===== src/rtl/ctrl_pipe_decoder.sv =====
// Pipelined control decoder: ID capture, decode, EX/MEM/WB control staging,
// load-use stall and branch flush. Optional perf counters under CTRL_PERF_CNT_EN.
module ctrl_pipe_decoder #(
  parameter int INSTR_W = 32,
  parameter int REG_AW  = 5,
  parameter int CNT_W   = 16
) (
  input  logic               clk,
  input  logic               reset,
  input  logic [INSTR_W-1:0] if_instr,
  input  logic               if_valid,
  output logic               id_ready,
  input  logic               flush,
  output logic               hazard_stall,
  output logic               illegal_op,
  output logic               ex_valid,
  output logic               mem_valid,
  output logic               wb_valid,
  output logic [15:0]        ex_ctrl,
  output logic [3:0]         mem_ctrl,
  output logic [3:0]         mem_xfer_size,
  output logic [1:0]         wb_ctrl,
  output logic [REG_AW-1:0]  ex_rd,
  output logic [REG_AW-1:0]  mem_rd,
  output logic [REG_AW-1:0]  wb_rd
`ifdef CTRL_PERF_CNT_EN
  ,
  output logic [CNT_W-1:0]   stall_cnt,
  output logic [CNT_W-1:0]   flush_cnt,
  output logic [CNT_W-1:0]   illegal_cnt
`endif
);

  // Handshake: an instruction moves from fetch into ID on a rising edge where
  // if_valid && id_ready; fetch must hold if_instr while id_ready is low.

  localparam logic [REG_AW-1:0] XZR = '1;

  localparam int C_REG2LOC = 15;
  localparam int C_ALUSRC  = 14;
  localparam int C_ISADDI  = 10;
  localparam int C_ISLSR   = 9;
  localparam int C_FLAGEN  = 8;
  localparam int C_UNCOND  = 7;
  localparam int C_MEMW    = 6;
  localparam int C_RDEN    = 5;
  localparam int C_M2R     = 4;
  localparam int C_REGW    = 3;

  localparam logic [2:0] ALU_AND = 3'b100;
  localparam logic [2:0] ALU_ADD = 3'b010;
  localparam logic [2:0] ALU_EOR = 3'b110;
  localparam logic [2:0] ALU_SUB = 3'b011;
  localparam logic [2:0] ALU_PASS = 3'b000;

  // ID stage register: only the fields decode and hazard logic consume
  logic              id_valid;
  logic [10:0]       id_op;
  logic [REG_AW-1:0] id_rm;
  logic [REG_AW-1:0] id_rn;
  logic [REG_AW-1:0] id_rd;

  logic [5:0] instr_unused;
  assign instr_unused = if_instr[15:10];

  // Decode outputs
  logic [15:0] dec_ctrl;
  logic [3:0]  dec_xfer;
  logic        dec_known;
  logic        dec_use_rm;
  logic        dec_use_rt;

  always_comb begin
    dec_ctrl   = '0;
    dec_xfer   = '0;
    dec_known  = 1'b0;
    dec_use_rm = 1'b0;
    dec_use_rt = 1'b0;
    casez (id_op)
      11'b10001010000: begin
        dec_known = 1'b1; dec_use_rm = 1'b1;
        dec_ctrl[C_REG2LOC] = 1'b1; dec_ctrl[13:11] = ALU_AND; dec_ctrl[C_REGW] = 1'b1;
      end
      11'b10101011000: begin
        dec_known = 1'b1; dec_use_rm = 1'b1;
        dec_ctrl[C_REG2LOC] = 1'b1; dec_ctrl[13:11] = ALU_ADD;
        dec_ctrl[C_FLAGEN] = 1'b1; dec_ctrl[C_REGW] = 1'b1;
      end
      11'b11001010000: begin
        dec_known = 1'b1; dec_use_rm = 1'b1;
        dec_ctrl[C_REG2LOC] = 1'b1; dec_ctrl[13:11] = ALU_EOR; dec_ctrl[C_REGW] = 1'b1;
      end
      11'b11101011000: begin
        dec_known = 1'b1; dec_use_rm = 1'b1;
        dec_ctrl[C_REG2LOC] = 1'b1; dec_ctrl[13:11] = ALU_SUB;
        dec_ctrl[C_FLAGEN] = 1'b1; dec_ctrl[C_REGW] = 1'b1;
      end
      11'b1001000100?: begin
        dec_known = 1'b1;
        dec_ctrl[C_ALUSRC] = 1'b1; dec_ctrl[13:11] = ALU_ADD;
        dec_ctrl[C_ISADDI] = 1'b1; dec_ctrl[C_REGW] = 1'b1;
      end
      11'b11111000010: begin
        dec_known = 1'b1; dec_xfer = 4'd8;
        dec_ctrl[C_ALUSRC] = 1'b1; dec_ctrl[13:11] = ALU_ADD; dec_ctrl[C_RDEN] = 1'b1;
        dec_ctrl[C_M2R] = 1'b1; dec_ctrl[C_REGW] = 1'b1;
      end
      11'b11111000000: begin
        dec_known = 1'b1; dec_use_rt = 1'b1; dec_xfer = 4'd8;
        dec_ctrl[C_ALUSRC] = 1'b1; dec_ctrl[13:11] = ALU_ADD; dec_ctrl[C_MEMW] = 1'b1;
      end
      11'b10110100???: begin
        dec_known = 1'b1; dec_use_rt = 1'b1;
        dec_ctrl[13:11] = ALU_PASS; dec_ctrl[C_FLAGEN] = 1'b1;
      end
      11'b01010100???: begin
        dec_known = 1'b1;
      end
      11'b000101?????: begin
        dec_known = 1'b1; dec_ctrl[C_UNCOND] = 1'b1;
      end
      11'b11010011010: begin
        dec_known = 1'b1;
        dec_ctrl[13:11] = ALU_PASS; dec_ctrl[C_ISLSR] = 1'b1; dec_ctrl[C_REGW] = 1'b1;
      end
      default: begin
        dec_known = 1'b0;
      end
    endcase
  end

  // EX stage register
  logic [15:0]       ex_ctrl_q;
  logic [3:0]        ex_xfer_q;
  logic              ex_valid_q;
  logic [REG_AW-1:0] ex_rd_q;

  // Second source is rm for R-type, rt (the [4:0] field) for STUR/CBZ
  logic [REG_AW-1:0] id_src2;
  logic              id_src2_en;
  logic              id_live;

  assign id_src2    = dec_use_rm ? id_rm : id_rd;
  assign id_src2_en = dec_use_rm | dec_use_rt;
  assign id_live    = id_valid & dec_known;

  always_comb begin
    hazard_stall = 1'b0;
    if (!flush && ex_valid_q && ex_ctrl_q[C_RDEN] && (ex_rd_q != XZR) && id_live) begin
      hazard_stall = (ex_rd_q == id_rn) | (id_src2_en & (ex_rd_q == id_src2));
    end
  end

  assign id_ready   = ~hazard_stall;
  assign illegal_op = id_valid & ~dec_known;

  always_ff @(posedge clk or negedge reset) begin
    if (!reset) begin
      id_valid <= 1'b0;
      id_op    <= '0;
      id_rm    <= '0;
      id_rn    <= '0;
      id_rd    <= '0;
    end else if (flush) begin
      id_valid <= 1'b0;
      id_op    <= '0;
      id_rm    <= '0;
      id_rn    <= '0;
      id_rd    <= '0;
    end else if (!hazard_stall) begin
      id_valid <= if_valid;
      if (if_valid) begin
        id_op <= if_instr[31:21];
        id_rm <= if_instr[20:16];
        id_rn <= if_instr[9:5];
        id_rd <= if_instr[4:0];
      end
    end
  end

  always_ff @(posedge clk or negedge reset) begin
    if (!reset) begin
      ex_valid_q <= 1'b0;
      ex_ctrl_q  <= '0;
      ex_xfer_q  <= '0;
      ex_rd_q    <= '0;
    end else if (flush || hazard_stall || !id_live) begin
      ex_valid_q <= 1'b0;
      ex_ctrl_q  <= '0;
      ex_xfer_q  <= '0;
      ex_rd_q    <= '0;
    end else begin
      ex_valid_q <= 1'b1;
      ex_ctrl_q  <= dec_ctrl;
      ex_xfer_q  <= dec_xfer;
      ex_rd_q    <= id_rd;
    end
  end

  // MEM and WB always advance, even across stalls and flushes
  logic              mem_valid_q;
  logic              mem_write_q;
  logic              mem_read_q;
  logic              mem_m2r_q;
  logic              mem_regw_q;
  logic [3:0]        mem_xfer_q;
  logic [REG_AW-1:0] mem_rd_q;
  logic              wb_valid_q;
  logic [1:0]        wb_ctrl_q;
  logic [REG_AW-1:0] wb_rd_q;

  always_ff @(posedge clk or negedge reset) begin
    if (!reset) begin
      mem_valid_q <= 1'b0;
      mem_write_q <= 1'b0;
      mem_read_q  <= 1'b0;
      mem_m2r_q   <= 1'b0;
      mem_regw_q  <= 1'b0;
      mem_xfer_q  <= '0;
      mem_rd_q    <= '0;
      wb_valid_q  <= 1'b0;
      wb_ctrl_q   <= '0;
      wb_rd_q     <= '0;
    end else begin
      mem_valid_q <= ex_valid_q;
      mem_write_q <= ex_ctrl_q[C_MEMW];
      mem_read_q  <= ex_ctrl_q[C_RDEN];
      mem_m2r_q   <= ex_ctrl_q[C_M2R];
      mem_regw_q  <= ex_ctrl_q[C_REGW];
      mem_xfer_q  <= ex_xfer_q;
      mem_rd_q    <= ex_rd_q;
      wb_valid_q  <= mem_valid_q;
      wb_ctrl_q   <= {mem_m2r_q, mem_regw_q};
      wb_rd_q     <= mem_rd_q;
    end
  end

  assign ex_valid      = ex_valid_q;
  assign ex_ctrl       = ex_ctrl_q;
  assign ex_rd         = ex_rd_q;
  assign mem_valid     = mem_valid_q;
  assign mem_ctrl      = {mem_write_q, mem_read_q, mem_xfer_q[1:0]};
  assign mem_xfer_size = mem_xfer_q;
  assign mem_rd        = mem_rd_q;
  assign wb_valid      = wb_valid_q;
  assign wb_ctrl       = wb_ctrl_q;
  assign wb_rd         = wb_rd_q;

`ifdef CTRL_PERF_CNT_EN
  // Saturating event counters
  always_ff @(posedge clk or negedge reset) begin
    if (!reset) begin
      stall_cnt   <= '0;
      flush_cnt   <= '0;
      illegal_cnt <= '0;
    end else begin
      if (hazard_stall && (stall_cnt != '1)) stall_cnt <= stall_cnt + CNT_W'(1);
      if (flush && (flush_cnt != '1)) flush_cnt <= flush_cnt + CNT_W'(1);
      if (illegal_op && (illegal_cnt != '1)) illegal_cnt <= illegal_cnt + CNT_W'(1);
    end
  end
`else
  logic [CNT_W-1:0] perf_unused;
  assign perf_unused = '0;
`endif

endmodule


===== config.mk =====
export PLATFORM = sky130hd
export DESIGN_NAME = ctrl_pipe_decoder
export DESIGN_NICKNAME = d
export VERILOG_FILES = /design/src/rtl/ctrl_pipe_decoder.sv
export SDC_FILE = /design/constraint.sdc
export NUM_CORES = 1
export LEC_CHECK = 0
export CAP_MARGIN = 20
export CORE_ASPECT_RATIO = 1.2
export CORE_MARGIN = 2
export CORE_UTILIZATION = 45
export CTS_BUF_LIST = sky130_fd_sc_hd__clkbuf_4 sky130_fd_sc_hd__clkbuf_8
export DETAILED_ROUTE_END_ITERATION = 10
export PLACE_DENSITY = 0.78
export RECOVER_POWER = 25
export SLEW_MARGIN = 5
export SYNTH_ARGS = -nofsm -noshare
export SYNTH_HDL_FRONTEND = slang
export SYNTH_SLANG_ARGS = --single-unit
export TNS_END_PERCENT = 1

===== constraint.sdc =====
create_clock -name clk -period 3.05 [get_ports clk]
set_input_delay 0.7625 -clock clk [delete_from_list [all_inputs] [get_ports clk]]
set_output_delay 0.7625 -clock clk [all_outputs]
set_load 0.05 [all_outputs]

==> results.md <==
- After detailed placement, the total cell area comes to 3740 sq um.
- The vertical die dimension is 92.5 um.
- The number of fill cells is 518.
- Setup violations remaining at the end of the flow were counted as 2.
- 83 I/O pins were placed.
- The number of flip-flops and latches in the synthesized netlist is 64.
- The detailed router used layers up to and including met4.
- Between clock sinks in the finished design, the worst skew comes to 5.64 ps.
- The ratio of cells with drive above 1 in the final layout is 0.194.
- Clock-pin slew was measured on the worst setup and hold paths at 70 ps.
- The area of the mapped netlist is 2940 sq um.
- The post-synthesis xor/xnor area fraction is 0.0298.
- Leaving out fill and tap cells, the most frequent cells in the layout are clkdlybuf4s50_1 (64), dfrtp_1 (61), a32o_1 (25), buf_4 (22), a21boi_0 (18).
- The worst setup path is captured at an output pin.
- The count of nets left with antenna violations after detail routing is 0.
- The clock passes through at most 2 buffers.
- In the final layout, the multi-input gates occupy 1190 sq um.
- The clock insertion delay at the later pin of the skew report is 350 ps.
- Ranked by total cell area, the synthesized netlist is headed by dfrtp_1 (55%), a32o_1 (8.5%), a21boi_0 (4.6%), buf_4 (2.8%), nor3_1 (2.2%).
- Routability-driven placement finished with a final weighted congestion of 0.858.
- The count of flip-flops with a built-in enable after synthesis is 0.
- The area growth from synthesis to layout is 38.2%.
- The sequential cell area fraction in the yosys report is 0.545.
- The number of clock sinks is 64.
- The number of rows in the core area is 32.
- The minimum setup slack in the final design is -142 ps.
- The post-synthesis compound-gate area fraction is 0.204.
- The number of synthesis warnings is 0.
- The initial utilization of the core area, before any placement, comes to 0.461.
- The portion of synthesized cell area occupied by the leading cell type is 0.545.
- For the finished layout, the period the worst path requires is 3190 ps.
- The run finished, with violations left.
- The number of buffers added by the clock tree synthesis step is 9.
- Setup repair after global routing could not meet its margin everywhere.
- The post-synthesis cell type count is 53.
- The actual transition at the worst max-transition pin is 1510 ps.
- The count of final max-slew check failures is 28.
- For this block, the initial DRC count from the detailed router was 144.
- The number of hold-slack violations in the final timing report is 0.
- The critical path data required time is 2290 ps.
- The number of global-route vias before repair is 2,194.
- For this run, the leading register cell type out of synthesis is dfrtp_1.
- VDD sags by at most 0.207 mV.
- The kind of start point of the critical path is a flip-flop.
- For the worst setup path, the data arrival time is 2430 ps.
- The post-detailed-route via-to-cell ratio is 5.43.
- The die covers 7190 sq um.
- The dominant combinational cell family by area after synthesis is compound AO/OA/AOI/OAI gates.
- The worst hold path class is reg2reg.
- The maximum number of pins on one net before global-route repair is 38.
- The post-route clock period utilization is 1.05.
- Synthesis produced a netlist whose cell count is 255.
- Summing all non-filler instances in the final layout gives an area of 4060 sq um.
- The synthesized design spends more area on one cell type than any other, namely dfrtp_1.
- Measured against its own limit, the worst slew margin works out to -0.00464.
- In this run the static leakage power is 1.72 nW.
- The first global-routing pass estimated 10,400 um of wire.
- The power per unit of standard cell area is 448 nW/um^2.
- The core area is 6370 sq um.
- The adder and majority gate portion of the synthesized area is 0.
- The net count of the finished layout is 372.
- The multiplexer area fraction after synthesis is 0.00724.
- In the routed design, unresolved DRC markers number 0.
- The number of antenna violations at the first check in global routing came to 0.
- In the final routed layout, each cell accounts on average for 15.4 um.
- The met3 routed wirelength is 385 um.
- The clock root buffer master is clkbuf_8.
- The detailed router put a total of 2840 um of wire on met1.
- The leading cell type in the layout, fill and taps excluded is clkdlybuf4s50_1.
- Of the total synthesized cell area, the portion taken by AND, OR, NAND and NOR gates is 0.133.
- The share of synthesized flip-flops with an asynchronous set or reset is 1.00.
- The TritonCTS clock tree is yes.
- In the global route stage, overall resource usage came out at 0.188.
- The total length of routed met2 wires is 3210 um.
- In this run the tool buffered the top-level ports with 68 buffer cells.
- The final reports fail on max-capacitance violations, max-slew violations, negative setup slack.
- The maximum fanout count along the critical path is 9.
- Based on the critical path, the design can be clocked at up to 313 MHz.
- The category of the most critical setup path is reg2out.
- The via count is 2,312.
- Detailed placement finished with a half-perimeter wire length of 4440 um.
- Global routing finished with a remaining overflow of 0.
- 0 antenna diodes ended up in the layout.
- The pre-antenna-repair detailed-routing pass consisted of 5 iterations.
- The die boundary width is 77.8 um.
- The H-tree was split into 3 levels.
- The design draws 1.82 mW.
- The final wirelength is 6580 um.
- A synthesized cell averages 11.5 sq um.
- Across the whole layout, storage elements account for 1610 sq um.
- The tool flagged a number of max-cap violations equal to 1.
-- registers in the layout (all words and copies together) (netlist names), 5 cells and up --
| name | cells |
|---|---|
| ex_ctrl | 12 |
| ex_rd | 5 |
| id_op | 11 |
| id_rd | 5 |
| id_rm | 5 |
| id_rn | 5 |
| mem_rd | 5 |
| wb_rd | 5 |
-- routing by layer --
layer  global-route usage  vias up
li1                     -     1099
met1                0.247     1113
met2                0.290       89
met3               0.0419       11
met4                0.103        0
met5                    0        -
-- cells in the mapped netlist, types with 6 or more instances --
master,count
dfrtp_1,64
nand2_1,6
clkbuf_1,9
buf_2,7
a21oi_1,12
a32o_1,25
inv_1,11
a21boi_0,18
buf_4,11
nand3_1,7
nor3_1,13
-- critical path, stage by stage (launching register included) --
cell and delay [ps]:
dfrtp_2 510, and4bb_2 300, and3_1 190, or2_2 290
o31ai_2 280, a21o_1 200, clkinvlp_4 130, buf_8 160
-- kinds of logic (layout without fill, tap and decap cells) --
kind of cell / after synthesis / in the layout
AO/OA/AOI/OAI: 74 / 74
AND/OR/NAND/NOR: 62 / 62
other: 1 / 8
flip-flops: 64 / 64
XOR/XNOR: 10 / 10
buffers and inverters: 42 / 121
multiplexers: 2 / 2
-- final timing paths --
check	start	endpoint	slack, ps	cells past startpoint
max	id_op[3]$_DFFE_PN0P_	hazard_stall	-140	7
min	mem_regw_q$_DFF_PN0_	wb_ctrl[0]$_DFF_PN0_	350	0
max reg2reg	id_op[6]$_DFFE_PN0P_	id_rd[2]$_DFFE_PN0P_	400	9
min reg2reg	mem_regw_q$_DFF_PN0_	wb_ctrl[0]$_DFF_PN0_	350	0
max in group asynchronous	reset	id_op[4]$_DFFE_PN0P_	1290	1
min in group asynchronous	reset	wb_ctrl[0]$_DFF_PN0_	770	1
-- stage by stage --
step | cells | setup TNS (ps) | hold WS [ps] | utilization | setup slack, ps
final | 426 | -268 | 355 | 0.638 | -142
after detailed placement | 401 | 0 | 341 | 0.587 | 93.2
after global routing | 426 | -424 | 371 | 0.638 | -229
after floorplan | 262 | -24.8 | 331 | - | -24.8
after CTS | 422 | -290 | 358 | 0.629 | -159
after global placement | 401 | 0 | 333 | 0.587 | 98.5
-- report_power, final --
group          internal, mW  switching (mW)  total [mW]
Sequential            0.868          0.0208       0.889
Clock                 0.401           0.333       0.734
Combinational        0.0904           0.106       0.197
Total                  1.36           0.460        1.82
-- cell type report --
class                   count  area share
flip-flops and latches     64       0.395
clock buffers              10      0.0339
multi-input cells         156       0.292
inverters                  11      0.0111
repair buffers             94       0.224
well taps                  85      0.0262
clock inverters             6      0.0166
-- what timing repair did --
item,4_1_cts,5_1_grt
hold buffers,0,0
resized for setup,9,6
endpoints found under the setup margin,2,3
setup buffers,5,4
pin swaps,5,5
gates cloned,0,0
Power figures use the tool's default switching activity.
